[config.mk]
export PLATFORM = sky130hd
export DESIGN_NAME = alu_muldiv_flat
export DESIGN_NICKNAME = d
export VERILOG_FILES = /design/src/rtl/alu_muldiv_pkg.sv /design/src/rtl/alu_muldiv_if.sv /design/src/rtl/alu_muldiv_muldiv_iter.sv /design/src/rtl/alu_muldiv.sv /design/src/flat_wrapper.sv
export SDC_FILE = /design/constraint.sdc
export NUM_CORES = 1
export LEC_CHECK = 0
export BUFFER_PORTS_ARGS = -buffer_cell sky130_fd_sc_hd__buf_2
export CORE_MARGIN = 2
export CORE_UTILIZATION = 35
export DETAILED_ROUTE_END_ITERATION = 8
export SYNTH_ARGS = -nofsm -noshare
export SYNTH_HDL_FRONTEND = slang
export SYNTH_SLANG_ARGS = --single-unit
export TNS_END_PERCENT = 5
[constraint.sdc]
create_clock -name clk -period 6.2 [get_ports clk]
set_input_delay 0.62 -clock clk [delete_from_list [all_inputs] [get_ports clk]]
set_output_delay 0.62 -clock clk [all_outputs]
set_load 0.1 [all_outputs]
[src/rtl/alu_muldiv_pkg.sv]
// Shared definitions for the execute-stage ALU and ALU control.
//   alu_op_e   : 3-bit ALUCtl operation encoding
//   md_state_e : iterative multiply/divide sequencer states
//   hilo_t     : HI/LO register pair payload
package alu_muldiv_pkg;

  localparam int unsigned WIDTH = 32;
  localparam int unsigned CNT_W = $clog2(WIDTH);

  typedef enum logic [2:0] {
    OP_FORWARD = 3'b000,
    OP_OR      = 3'b001,
    OP_ADD     = 3'b010,
    OP_MFHI    = 3'b011,
    OP_MFLO    = 3'b100,
    OP_MUL     = 3'b101,
    OP_SUB     = 3'b110,
    OP_DIV     = 3'b111
  } alu_op_e;

  typedef enum logic [1:0] {
    ST_IDLE    = 2'd0,
    ST_MUL_RUN = 2'd1,
    ST_DIV_RUN = 2'd2,
    ST_FIX     = 2'd3
  } md_state_e;

  typedef struct packed {
    logic [WIDTH-1:0] hi;
    logic [WIDTH-1:0] lo;
  } hilo_t;

  // True for the operations handled by the iterative unit.
  function automatic logic is_muldiv(input alu_op_e op);
    return (op == OP_MUL) || (op == OP_DIV);
  endfunction

endpackage

[src/rtl/alu_muldiv_if.sv]
// Pipeline <-> execute ALU bundle.
//   master (pipeline): drives A, B, ALUCtl, Start; receives Result, Zero,
//                      Busy, Stall, Done, DivZero.
//   slave  (ALU)     : the mirror image.
interface alu_muldiv_if;
  import alu_muldiv_pkg::*;

  logic [WIDTH-1:0] A;
  logic [WIDTH-1:0] B;
  alu_op_e          ALUCtl;
  logic             Start;
  logic [WIDTH-1:0] Result;
  logic             Zero;
  logic             Busy;
  logic             Stall;
  logic             Done;
  logic             DivZero;

  modport master (
    output A, B, ALUCtl, Start,
    input  Result, Zero, Busy, Stall, Done, DivZero
  );

  modport slave (
    input  A, B, ALUCtl, Start,
    output Result, Zero, Busy, Stall, Done, DivZero
  );

endinterface

[src/rtl/alu_muldiv_muldiv_iter.sv]
// Iterative signed multiply / restoring divide sequencer.
//   clk, reset   : clock, synchronous active-high reset
//   i_start      : MUL/DIV request; accepted only while idle
//   i_op         : OP_MUL or OP_DIV
//   i_a, i_b     : operands, latched at accept
//   o_hilo_c     : sign-corrected HI/LO, valid while o_hilo_we_c is high
//   o_hilo_we_c  : HI/LO write strobe (FIX state)
//   o_busy       : operation in progress (RUN or FIX)
//   o_done       : one-cycle pulse after HI/LO were written
//   o_divzero    : sticky divide-by-zero flag
module alu_muldiv_muldiv_iter
  import alu_muldiv_pkg::*;
(
  input  logic             clk,
  input  logic             reset,
  input  logic             i_start,
  input  alu_op_e          i_op,
  input  logic [WIDTH-1:0] i_a,
  input  logic [WIDTH-1:0] i_b,
  output hilo_t            o_hilo_c,
  output logic             o_hilo_we_c,
  output logic             o_busy,
  output logic             o_done,
  output logic             o_divzero
);

  md_state_e          r_state,     w_state_nxt;
  logic [CNT_W-1:0]   r_cnt,       w_cnt_nxt;
  // MUL: {partial product, multiplier}; DIV: {remainder, quotient/dividend}
  logic [2*WIDTH-1:0] r_acc,       w_acc_nxt;
  // MUL: |A| (addend); DIV: |B| (divisor)
  logic [WIDTH-1:0]   r_opnd,      w_opnd_nxt;
  logic               r_neg_hi,    w_neg_hi_nxt;
  logic               r_neg_lo,    w_neg_lo_nxt;
  logic               r_is_mul,    w_is_mul_nxt;
  logic               r_dz,        w_dz_nxt;
  logic               r_divzero,   w_divzero_nxt;
  logic               r_done,      w_done_nxt;

  logic [WIDTH-1:0]   w_mag_a;
  logic [WIDTH-1:0]   w_mag_b;
  logic [WIDTH:0]     w_mul_sum;
  logic [WIDTH:0]     w_div_shift;
  logic [WIDTH:0]     w_div_trial;
  logic [2*WIDTH-1:0] w_prod_neg;

  assign w_mag_a = i_a[WIDTH-1] ? -i_a : i_a;
  assign w_mag_b = i_b[WIDTH-1] ? -i_b : i_b;

  // Shift-add step: add |A| to the upper half when the multiplier LSB is set.
  assign w_mul_sum = {1'b0, r_acc[2*WIDTH-1:WIDTH]}
                   + (r_acc[0] ? {1'b0, r_opnd} : {(WIDTH+1){1'b0}});

  // Restoring step: shift next dividend bit into the remainder, trial-subtract.
  assign w_div_shift = {r_acc[2*WIDTH-1:WIDTH], r_acc[WIDTH-1]};
  assign w_div_trial = w_div_shift - {1'b0, r_opnd};

  assign w_prod_neg = -r_acc;

  // State register and datapath registers.
  always_ff @(posedge clk) begin
    if (reset) begin
      r_state   <= ST_IDLE;
      r_cnt     <= '0;
      r_acc     <= '0;
      r_opnd    <= '0;
      r_neg_hi  <= 1'b0;
      r_neg_lo  <= 1'b0;
      r_is_mul  <= 1'b0;
      r_dz      <= 1'b0;
      r_divzero <= 1'b0;
      r_done    <= 1'b0;
    end else begin
      r_state   <= w_state_nxt;
      r_cnt     <= w_cnt_nxt;
      r_acc     <= w_acc_nxt;
      r_opnd    <= w_opnd_nxt;
      r_neg_hi  <= w_neg_hi_nxt;
      r_neg_lo  <= w_neg_lo_nxt;
      r_is_mul  <= w_is_mul_nxt;
      r_dz      <= w_dz_nxt;
      r_divzero <= w_divzero_nxt;
      r_done    <= w_done_nxt;
    end
  end

  // Next-state and datapath update.
  always_comb begin
    w_state_nxt   = r_state;
    w_cnt_nxt     = r_cnt;
    w_acc_nxt     = r_acc;
    w_opnd_nxt    = r_opnd;
    w_neg_hi_nxt  = r_neg_hi;
    w_neg_lo_nxt  = r_neg_lo;
    w_is_mul_nxt  = r_is_mul;
    w_dz_nxt      = r_dz;
    w_divzero_nxt = r_divzero;
    w_done_nxt    = 1'b0;
    o_hilo_we_c   = 1'b0;

    unique case (r_state)
      ST_IDLE: begin
        if (i_start) begin
          w_cnt_nxt     = '0;
          w_divzero_nxt = 1'b0;
          w_neg_lo_nxt  = i_a[WIDTH-1] ^ i_b[WIDTH-1];
          if (i_op == OP_MUL) begin
            w_state_nxt  = ST_MUL_RUN;
            w_acc_nxt    = {{WIDTH{1'b0}}, w_mag_b};
            w_opnd_nxt   = w_mag_a;
            w_neg_hi_nxt = i_a[WIDTH-1] ^ i_b[WIDTH-1];
            w_is_mul_nxt = 1'b1;
            w_dz_nxt     = 1'b0;
          end else if (i_b == '0) begin
            // Divide by zero bypasses RUN; FIX passes A / all-ones through.
            w_state_nxt  = ST_FIX;
            w_acc_nxt    = {i_a, {WIDTH{1'b1}}};
            w_opnd_nxt   = '0;
            w_neg_hi_nxt = 1'b0;
            w_is_mul_nxt = 1'b0;
            w_dz_nxt     = 1'b1;
          end else begin
            w_state_nxt  = ST_DIV_RUN;
            w_acc_nxt    = {{WIDTH{1'b0}}, w_mag_a};
            w_opnd_nxt   = w_mag_b;
            w_neg_hi_nxt = i_a[WIDTH-1];
            w_is_mul_nxt = 1'b0;
            w_dz_nxt     = 1'b0;
          end
        end
      end

      ST_MUL_RUN: begin
        w_acc_nxt = {w_mul_sum, r_acc[WIDTH-1:1]};
        w_cnt_nxt = r_cnt + CNT_W'(1);
        if (r_cnt == CNT_W'(WIDTH-1)) w_state_nxt = ST_FIX;
      end

      ST_DIV_RUN: begin
        if (!w_div_trial[WIDTH]) begin
          w_acc_nxt = {w_div_trial[WIDTH-1:0], r_acc[WIDTH-2:0], 1'b1};
        end else begin
          w_acc_nxt = {w_div_shift[WIDTH-1:0], r_acc[WIDTH-2:0], 1'b0};
        end
        w_cnt_nxt = r_cnt + CNT_W'(1);
        if (r_cnt == CNT_W'(WIDTH-1)) w_state_nxt = ST_FIX;
      end

      ST_FIX: begin
        o_hilo_we_c = 1'b1;
        w_done_nxt  = 1'b1;
        if (r_dz) w_divzero_nxt = 1'b1;
        w_state_nxt = ST_IDLE;
      end

      default: w_state_nxt = ST_IDLE;
    endcase
  end

  // Sign fix-up of the unsigned magnitude result.
  always_comb begin
    o_hilo_c.hi = r_acc[2*WIDTH-1:WIDTH];
    o_hilo_c.lo = r_acc[WIDTH-1:0];
    if (!r_dz) begin
      if (r_is_mul) begin
        if (r_neg_hi) {o_hilo_c.hi, o_hilo_c.lo} = w_prod_neg;
      end else begin
        if (r_neg_hi) o_hilo_c.hi = -r_acc[2*WIDTH-1:WIDTH];
        if (r_neg_lo) o_hilo_c.lo = -r_acc[WIDTH-1:0];
      end
    end
  end

  assign o_busy    = (r_state != ST_IDLE);
  assign o_done    = r_done;
  assign o_divzero = r_divzero;

endmodule

[src/rtl/alu_muldiv.sv]
// Execute-stage ALU with architectural HI/LO and iterative MUL/DIV.
//   clk, reset : clock, synchronous active-high reset
//   bus.A/B    : operands (rs, rt/imm)
//   bus.ALUCtl : operation code
//   bus.Start  : instruction valid in EX
//   bus.Result : combinational result, bus.Zero = (Result == 0)
//   bus.Busy   : MUL/DIV in progress
//   bus.Stall  : hold EX (MUL/DIV/MFHI/MFLO issued while busy)
//   bus.Done   : one-cycle pulse after HI/LO update
//   bus.DivZero: sticky, last DIV had B == 0
module alu_muldiv
  import alu_muldiv_pkg::*;
(
  input  logic         clk,
  input  logic         reset,
  alu_muldiv_if.slave  bus
);

  logic [WIDTH-1:0] r_hi;
  logic [WIDTH-1:0] r_lo;

  hilo_t            w_hilo;
  logic             w_hilo_we;
  logic             w_busy;
  logic             w_done;
  logic             w_divzero;
  logic             w_md_start;
  logic             w_needs_unit;
  logic [WIDTH-1:0] w_result;

  assign w_md_start = bus.Start && is_muldiv(bus.ALUCtl);

  alu_muldiv_muldiv_iter u_muldiv_iter (
    .clk         (clk),
    .reset       (reset),
    .i_start     (w_md_start),
    .i_op        (bus.ALUCtl),
    .i_a         (bus.A),
    .i_b         (bus.B),
    .o_hilo_c    (w_hilo),
    .o_hilo_we_c (w_hilo_we),
    .o_busy      (w_busy),
    .o_done      (w_done),
    .o_divzero   (w_divzero)
  );

  // Architectural HI/LO, written at the end of FIX.
  always_ff @(posedge clk) begin
    if (reset) begin
      r_hi <= '0;
      r_lo <= '0;
    end else if (w_hilo_we) begin
      r_hi <= w_hilo.hi;
      r_lo <= w_hilo.lo;
    end
  end

  // Combinational operation mux; MUL/DIV report zero here.
  always_comb begin
    w_result = '0;
    unique case (bus.ALUCtl)
      OP_FORWARD: w_result = bus.A;
      OP_OR:      w_result = bus.A | bus.B;
      OP_ADD:     w_result = bus.A + bus.B;
      OP_SUB:     w_result = bus.A - bus.B;
      OP_MFHI:    w_result = r_hi;
      OP_MFLO:    w_result = r_lo;
      OP_MUL:     w_result = '0;
      OP_DIV:     w_result = '0;
      default:    w_result = '0;
    endcase
  end

  // Ops that touch the iterative unit or HI/LO must wait for it.
  assign w_needs_unit = is_muldiv(bus.ALUCtl) ||
                        (bus.ALUCtl == OP_MFHI) || (bus.ALUCtl == OP_MFLO);

  assign bus.Result  = w_result;
  assign bus.Zero    = (w_result == '0);
  assign bus.Busy    = w_busy;
  assign bus.Stall   = w_busy && bus.Start && w_needs_unit;
  assign bus.Done    = w_done;
  assign bus.DivZero = w_divzero;

endmodule

[src/flat_wrapper.sv]
// flat-port wrapper written by rule: the top's interface ports become plain ports
module alu_muldiv_flat import alu_muldiv_pkg::*;
  (clk, reset, bus_A, bus_B, bus_ALUCtl, bus_Start, bus_Result, bus_Zero, bus_Busy, bus_Stall, bus_Done, bus_DivZero);
  alu_muldiv_if bus_i ();
  input  logic clk;
  input  logic reset;
  input wire logic [$bits(bus_i.A)-1:0] bus_A;
  input wire logic [$bits(bus_i.B)-1:0] bus_B;
  input wire logic [$bits(bus_i.ALUCtl)-1:0] bus_ALUCtl;
  input wire logic [$bits(bus_i.Start)-1:0] bus_Start;
  output wire logic [$bits(bus_i.Result)-1:0] bus_Result;
  output wire logic [$bits(bus_i.Zero)-1:0] bus_Zero;
  output wire logic [$bits(bus_i.Busy)-1:0] bus_Busy;
  output wire logic [$bits(bus_i.Stall)-1:0] bus_Stall;
  output wire logic [$bits(bus_i.Done)-1:0] bus_Done;
  output wire logic [$bits(bus_i.DivZero)-1:0] bus_DivZero;
  assign bus_i.A = bus_A;
  assign bus_i.B = bus_B;
  assign bus_i.ALUCtl = bus_ALUCtl;
  assign bus_i.Start = bus_Start;
  assign bus_Result = bus_i.Result;
  assign bus_Zero = bus_i.Zero;
  assign bus_Busy = bus_i.Busy;
  assign bus_Stall = bus_i.Stall;
  assign bus_Done = bus_i.Done;
  assign bus_DivZero = bus_i.DivZero;
  alu_muldiv u_core (.clk(clk), .reset(reset), .bus(bus_i));
endmodule
==> run summary, run 1 <==
status - finished clean
Most Used Layer, Global Route - met2
actual slew at the worst max-slew pin - 1.11 ns
largest net degree at the start of global routing - 104
Final ANT Viol Nets - 0
PortBufs - 106
Power Density - 445 nW/um2
hold endpoint - u_core.u_muldiv_iter.r_opnd[25]
flop2flop setup slack - 1.37 ns
Yosys top cell area share - 19.4%
slew margin rel. - 25.5%
switch share - 52.3%
DPL Wire Length - 56.5 mm
per-cell routed wire length - 22.1 um
switching pwr - 4.78 mW
Syn Inst Count - 2519
crit path DAT - 5.44 ns
Initial Util - 35.5%
Sinks on Clock Net - 173
vias in the first global route - 18400
reg2reg start - u_core.u_muldiv_iter.r_acc[40]
async set-or-reset flop fraction in the synthesized netlist - 0%
Tmin final - 6.06 ns
row cnt - 82
dpl ws - -0.0211 ns
Peak VDD IR - 290 uV
Util after Layout - 40.9%
routed vias/inst - 6.04
Total Power - 9.14 mW
H-tree depth - 4
initial antenna violation count - 0
min-delay worst type - reg -> reg
critical path data required time - 5.58 ns
die area - 52900 um2
skew final - 0.0108 ns
Hold Startpoint - u_core.u_muldiv_iter.r_opnd[25]
Num CTS Buffers - 17
Final Hold Fails - 0
crit end category - output port
Netlist cell types - 90
overall die width - 230 um
combinational power share - 68.6%
fin cells - 3247
internal power - 4.36 mW
FF-to-FF path depth - 11
grt met2 use - 42.6%
Synth Area per Inst - 7.09 um2
RSZ-0062 raised after global routing - yes
Starting DRT DRC Count - 1966
most common cell in the netlist - nor2_1
Pre-antenna DRT Iters - 5
worst hold path depth - 2
Leakage - 7.82 nW
max cap viols - 0
Area contributors post-synth - dfxtp_1, ha_1, nor2_1, a21oi_1, xor2_1
first-pass GRT wire length - 110 mm
Area Overhead vs Synth - 15.1%
Critical Setup Path Class - in -> out
die height - 230 um
Clock Tree Buf Depth - 2
Setup violations, final - 0
clock slew at reported path FFs - 0.07 ns
share of cells above drive strength 1 - 13.6%
drt total wl - 71.6 mm
CTS tree - done
DR DRC count - 0
Yosys top cell by area - dfxtp_1
reg2reg end - u_core.u_muldiv_iter.r_acc[35]
Seq pwr share - 19.6%
Syn Nets - 2700
DP Cell Count - 3206
Final Max Tran Viols - 0
Main synth FF type - dfxtp_1
io pins - 107
Post-CTS Hold Buffers - 0
nets - 2743
final worst path period share - 97.8%
Yosys reg bits - 173
core area - 50300 um2
Warnings, synthesis - 0
met1 usage - 35.6%
Max Clk Rate - 165 MHz
Clock Latency Late Sink - 0.45 ns
clock power share - 11.9%
Max Fanout on Critical Path - 4
number of flops mapped to enable cells by yosys - 0
register area share after synthesis - 19.4%
total track usage - 26.3%
Vias - 19600
global placement routability congestion - 0.923
Startpoint Class - primary input
GRT overflow - 0
fin worst setup slack - 0.139 ns
met3 global-route usage - 3.08%
ANT cells - 0
CTS root buf - clkbuf_16
post-synthesis cell area - 17900 um2
commonest cells in the netlist - nor2_1, nand2_1, a21oi_1, dfxtp_1, o21ai_0
flip-flops by register name (all words and copies together) (netlist names):
name and count:
u_core.r_hi 32, u_core.r_lo 32, u_core.u_muldiv_iter.o_divzero 1, u_core.u_muldiv_iter.o_done 1, u_core.u_muldiv_iter.r_acc 64, u_core.u_muldiv_iter.r_cnt 5, u_core.u_muldiv_iter.r_dz 1, u_core.u_muldiv_iter.r_is_mul 1
u_core.u_muldiv_iter.r_neg_hi 1, u_core.u_muldiv_iter.r_neg_lo 1, u_core.u_muldiv_iter.r_opnd 32, u_core.u_muldiv_iter.r_state 2
layer usage:
layer | up-vias | share of wire (%)
met1 | 9276 | 45
met3 | 114 | 6.8
met5 | - | 0
met2 | 840 | 45
li1 | 9372 | -
met4 | 0 | 3.8
through the flow:
step	TNS (ns)	hold slack [ns]	cell area [um2]
global route	-0.126	0.491	20600
detailed placement	-0.0211	0.446	19700
floorplan	-1.76	0.432	18000
finish	0	0.462	20600
global placement	0	0.442	19700
CTS	0	0.456	20300
placed cells by master (no fill, tap or decap), types with 37 or more instances in the layout:
cell,instances
xor2_1,112
dfxtp_1,173
a211oi_1,92
xnor2_1,86
nor3_1,95
buf_4,93
nand2_1,203
inv_1,80
o21ai_0,162
a221oi_1,40
a21oi_1,197
a21o_1,37
ha_1,102
nor2_1,337
buf_2,85
power groups by stage:
stage	logic, mW	clock network, mW	registers, mW
after detailed placement	6.12	0	1.80
after CTS	6.17	1.09	1.77
final	6.27	1.09	1.79
after global routing	6.84	1.14	1.83
after global placement	6.06	0	1.79
after floorplan	4.54	0	1.63
layout make-up:
cell class / count / area [um2]
multi-input combinational: 2089 / 13800
clock inverter: 11 / 106
inverter: 81 / 304
fill: 5285 / 29700
clock buffer: 21 / 470
tap: 672 / 841
sequential: 173 / 3460
timing repair buffer: 200 / 1530
kinds of logic (layout without fill, tap and decap cells):
family                     count (synthesis)  in the layout  synth area share, %
adders and majority gates                111            111                 7.90
and+or+nand+nor                          887            887                 23.1
DFF                                      173            173                 19.4
xor gates and xnor gates                 199            199                 9.80
buffers and inverters                    257            313                 5.49
AOI/OAI and AO/OA                        860            860                 32.4
muxes                                     32             32                 1.94
critical path: stages:
cell and delay (ns):
buf_6 0.09, or3_4 0.40, or4b_4 0.57, nor2_4 0.21, buf_6 0.13, nand3_4 0.09
o31ai_4 0.23, xor2_1 0.11, ha_1 0.31, nand4_1 0.19, nor3_4 0.24, and4_1 0.23
a221oi_2 0.05, buf_4 0.17, a21oi_2 0.21, or4_1 0.14, o311a_1 0.20, o211ai_1 0.11
or4_4 0.57, nor4_4 0.23, buf_4 0.16, buf_12 0.16
repair_timing:
action,CTS,global route
pin swaps,1,25
endpoints found under the hold margin,0,0
endpoints found under the setup margin,1,2
resized for setup,0,47
setup buffers,1,8
how the worst max path moves through the flow:
stage	to	startpoint	slack, ns
finish	bus_Zero	bus_B[5]	0.14
floorplan	bus_Zero	bus_B[4]	-1.18
global route	bus_Zero	bus_B[5]	-0.13
global placement	bus_Zero	bus_B[4]	0.02
detailed placement	bus_Zero	bus_B[4]	-0.02
CTS	bus_Zero	bus_B[4]	0.0004
(Power assumes the default switching activity.)
==> run 2: changes to the inputs <==
--- a/config.mk
+++ b/config.mk
@@ -5,6 +5,7 @@
 export SDC_FILE = /design/constraint.sdc
 export NUM_CORES = 1
 export LEC_CHECK = 0
+export ABC_AREA = 1
 export BUFFER_PORTS_ARGS = -buffer_cell sky130_fd_sc_hd__buf_2
 export CORE_MARGIN = 2
 export CORE_UTILIZATION = 35
==> run 2 against run 1 <==
  * Core utilization is 2.5 points lower
  * Die area rose by 19%
  * Fmax rose by 4.7%
  * Cell count up 45%
  * Synthesized area increased by 19%
  * Via count is 37% higher
  * Count of clock-buffer cells in the layout fell by 3
  * Largest cell class unchanged
  * Largest power group unchanged
==> run summary, run 2 <==
Syn Nets - 4077 (+51%)
largest net degree at the start of global routing - 95 (-8.7%)
Area Overhead vs Synth - 8.75%
Main synth FF type - dfxtp_1
Yosys reg bits - 173 (unchanged)
die height - 251 um (+9.0%)
RSZ-0062 raised after global routing - no
Yosys top cell area share - 19.6% (+0.21 points)
Starting DRT DRC Count - 3757 (+91%)
vias in the first global route - 23800 (+29%)
nets - 4089 (+49%)
crit path DAT - 5.17 ns (-0.27 ns)
Warnings, synthesis - 0 (unchanged)
Syn Inst Count - 3896 (+55%)
most used cell along the critical path - nand2_1
Num CTS Buffers - 17 (unchanged)
critical path data required time - 5.58 ns (about the same)
Vias - 26900 (+37%)
Startpoint Class - primary input
fin cells - 4703 (+45%)
status - finished clean
flop2flop setup slack - 2.38 ns (+1.01 ns)
drt total wl - 103 mm (+43%)
Yosys top cell by area - nand2_1
Power Density - 506 nW/um2 (+14%)
final worst path period share - 93.4% (-4.4 points)
Sinks on Clock Net - 173 (unchanged)
CTS root buf - clkbuf_16
most common cell in the netlist - nand2_1
register area share after synthesis - 16.3% (-3.1 points)
number of flops mapped to enable cells by yosys - 0 (unchanged)
largest stage delay on the critical path - 0.39 ns (-0.18 ns)
Largest Register - u_core.u_muldiv_iter.r_acc
overall die width - 251 um (+9.0%)
DR DRC count - 0 (unchanged)
post-synthesis cell area - 21300 um2 (+19%)
Netlist cell types - 56 (-38%)
DP Cell Count - 4671 (+46%)
# Post-CTS Setup Buffers - 0 (-1)
Tmin final - 5.79 ns (-0.273 ns)
actual slew at the worst max-slew pin - 1.19 ns (+0.0815 ns)
core area - 60200 um2 (+20%)
Synth Area per Inst - 5.46 um2 (-23%)
Initial Util - 35.3% (-0.22 points)
crit end category - output port
first-pass GRT wire length - 151 mm (+38%)
max FFs per register - 64 (unchanged)
Area contributors post-synth - nand2_1, dfxtp_1, inv_1, nand3_1, a21oi_1
H-tree depth - 4 (unchanged)
Setup violations, final - 0 (unchanged)
routed vias/inst - 5.71 (-5.4%)
per-cell routed wire length - 21.9 um (-0.95%)
total track usage - 31.7% (+5.4 points)
Final ANT Viol Nets - 0 (unchanged)
Critical Setup Path Class - in -> out
Peak VDD IR - 355 uV (+22%)
commonest cells in the netlist - nand2_1, inv_1, nand3_1, nor2_1, a21oi_1
Pre-antenna DRT Iters - 8 (+3)
clock slew at reported path FFs - 0.08 ns (about the same)
post-CTS resize count - 0 (unchanged)
CTS tree - done
Clock Latency Late Sink - 0.47 ns (+0.02 ns)
commonest non-fill, non-tap cells in the layout - nand2_1, inv_1, nand3_1
setup_tns - 0 ns (unchanged)
async set-or-reset flop fraction in the synthesized netlist - 0% (unchanged)
max cap viols - 0 (unchanged)
Clock Tree Buf Depth - 2 (unchanged)
initial antenna violation count - 1 (+1)
Post-CTS Hold Buffers - 0 (unchanged)
ANT cells - 0 (unchanged)
Final Hold Fails - 0 (unchanged)
global placement routability congestion - 1.00 (+8.7%)
Final Max Tran Viols - 0 (unchanged)
Max Clk Rate - 173 MHz (+4.7%)
leading cell type in the layout, fill and taps excluded - nand2_1
row cnt - 90 (+9.8%)
Leakage - 12.1 nW (+54%)
skew final - 0.0136 ns (+0.00281 ns)
PortBufs - 106 (unchanged)
CP max-delay cell - ha_1
DPL Wire Length - 82.0 mm (+45%)
slew margin rel. - 20.7% (-4.8 points)
die area - 62800 um2 (+19%)
Max Fanout on Critical Path - 5 (+1)
share of cells above drive strength 1 - 6.25% (-7.3 points)
fillers - 6874 (+30%)
GRT overflow - 0 (unchanged)
min-delay worst type - reg -> reg
io pins - 107 (unchanged)
==> run 2: worst paths after layout <==
kind / from / endpoint / depth (start not counted)
setup / recovery: bus_B[0] / bus_Zero / 27
hold / removal: u_core.u_muldiv_iter.r_neg_lo / u_core.u_muldiv_iter.r_neg_lo / 2
setup reg to reg: u_core.u_muldiv_iter.r_opnd[0] / u_core.u_muldiv_iter.r_acc[62] / 17
hold reg to reg: u_core.u_muldiv_iter.r_neg_lo / u_core.u_muldiv_iter.r_neg_lo / 2
==> run 2: area by class of cell <==
class / count / area, um2 / share of cell area [%]
clock inverters: 14 / 171 / 0.741
flip-flops and latches: 173 / 3460 / 15.0
inverters: 637 / 2390 / 10.3
multi-input cells: 2942 / 14800 / 64.1
repair buffers: 137 / 851 / 3.68
well taps: 782 / 978 / 4.23
clock buffers: 18 / 439 / 1.90
==> run 2: worst max-delay path: cells and delay by family <==
kind	cells	cell delay (ns)
AO/OA/AOI/OAI	1	0.10
XOR/XNOR	1	0.18
adder cells (fa/ha/maj)	2	0.78
buffers and inverters	4	0.59
AND/OR/NAND/NOR	19	2.89
==> run 2: cells by family after synthesis <==
group                    Yosys count  share of synthesized area, %
adder cells (fa/ha/maj)          111                          6.63
buffers and inverters            781                          14.1
AO/OA/AOI/OAI                    784                          20.5
flip-flops                       173                          16.3
XOR/XNOR                          79                          3.25
AND/OR/NAND/NOR                 1968                          39.2
==> run 2: per-layer routing <==
metal  up-vias  share of wire [%]  wire length (um)  global-route usage, %
li1      12700                  -                 -                      -
met1     12300                 44             44900                   44.9
met2      1576                 41             42100                   47.1
met3       258                 10             10700                   5.32
met4         4                4.8              4960                   13.3
met5         -              0.016                16                      0
==> run 2: metrics by stage <==
stage	power (mW)	setup slack (ns)	util, %	cell area, um2	hold slack (ns)
after floorplan	7.73	0.358	-	21300	0.436
after global placement	10.2	0.623	37.4	22500	0.454
after detailed placement	10.2	0.667	37.4	22500	0.456
after CTS	11.4	0.654	38.4	23100	0.465
after global routing	12.6	0.224	38.4	23100	0.490
final	11.7	0.411	38.4	23100	0.466
==> run 2: report_power, final <==
part | total, mW | internal, mW | switching (mW)
Combinational | 8.56 | 2.42 | 6.14
Sequential | 1.96 | 1.41 | 0.553
Clock | 1.18 | 0.623 | 0.554
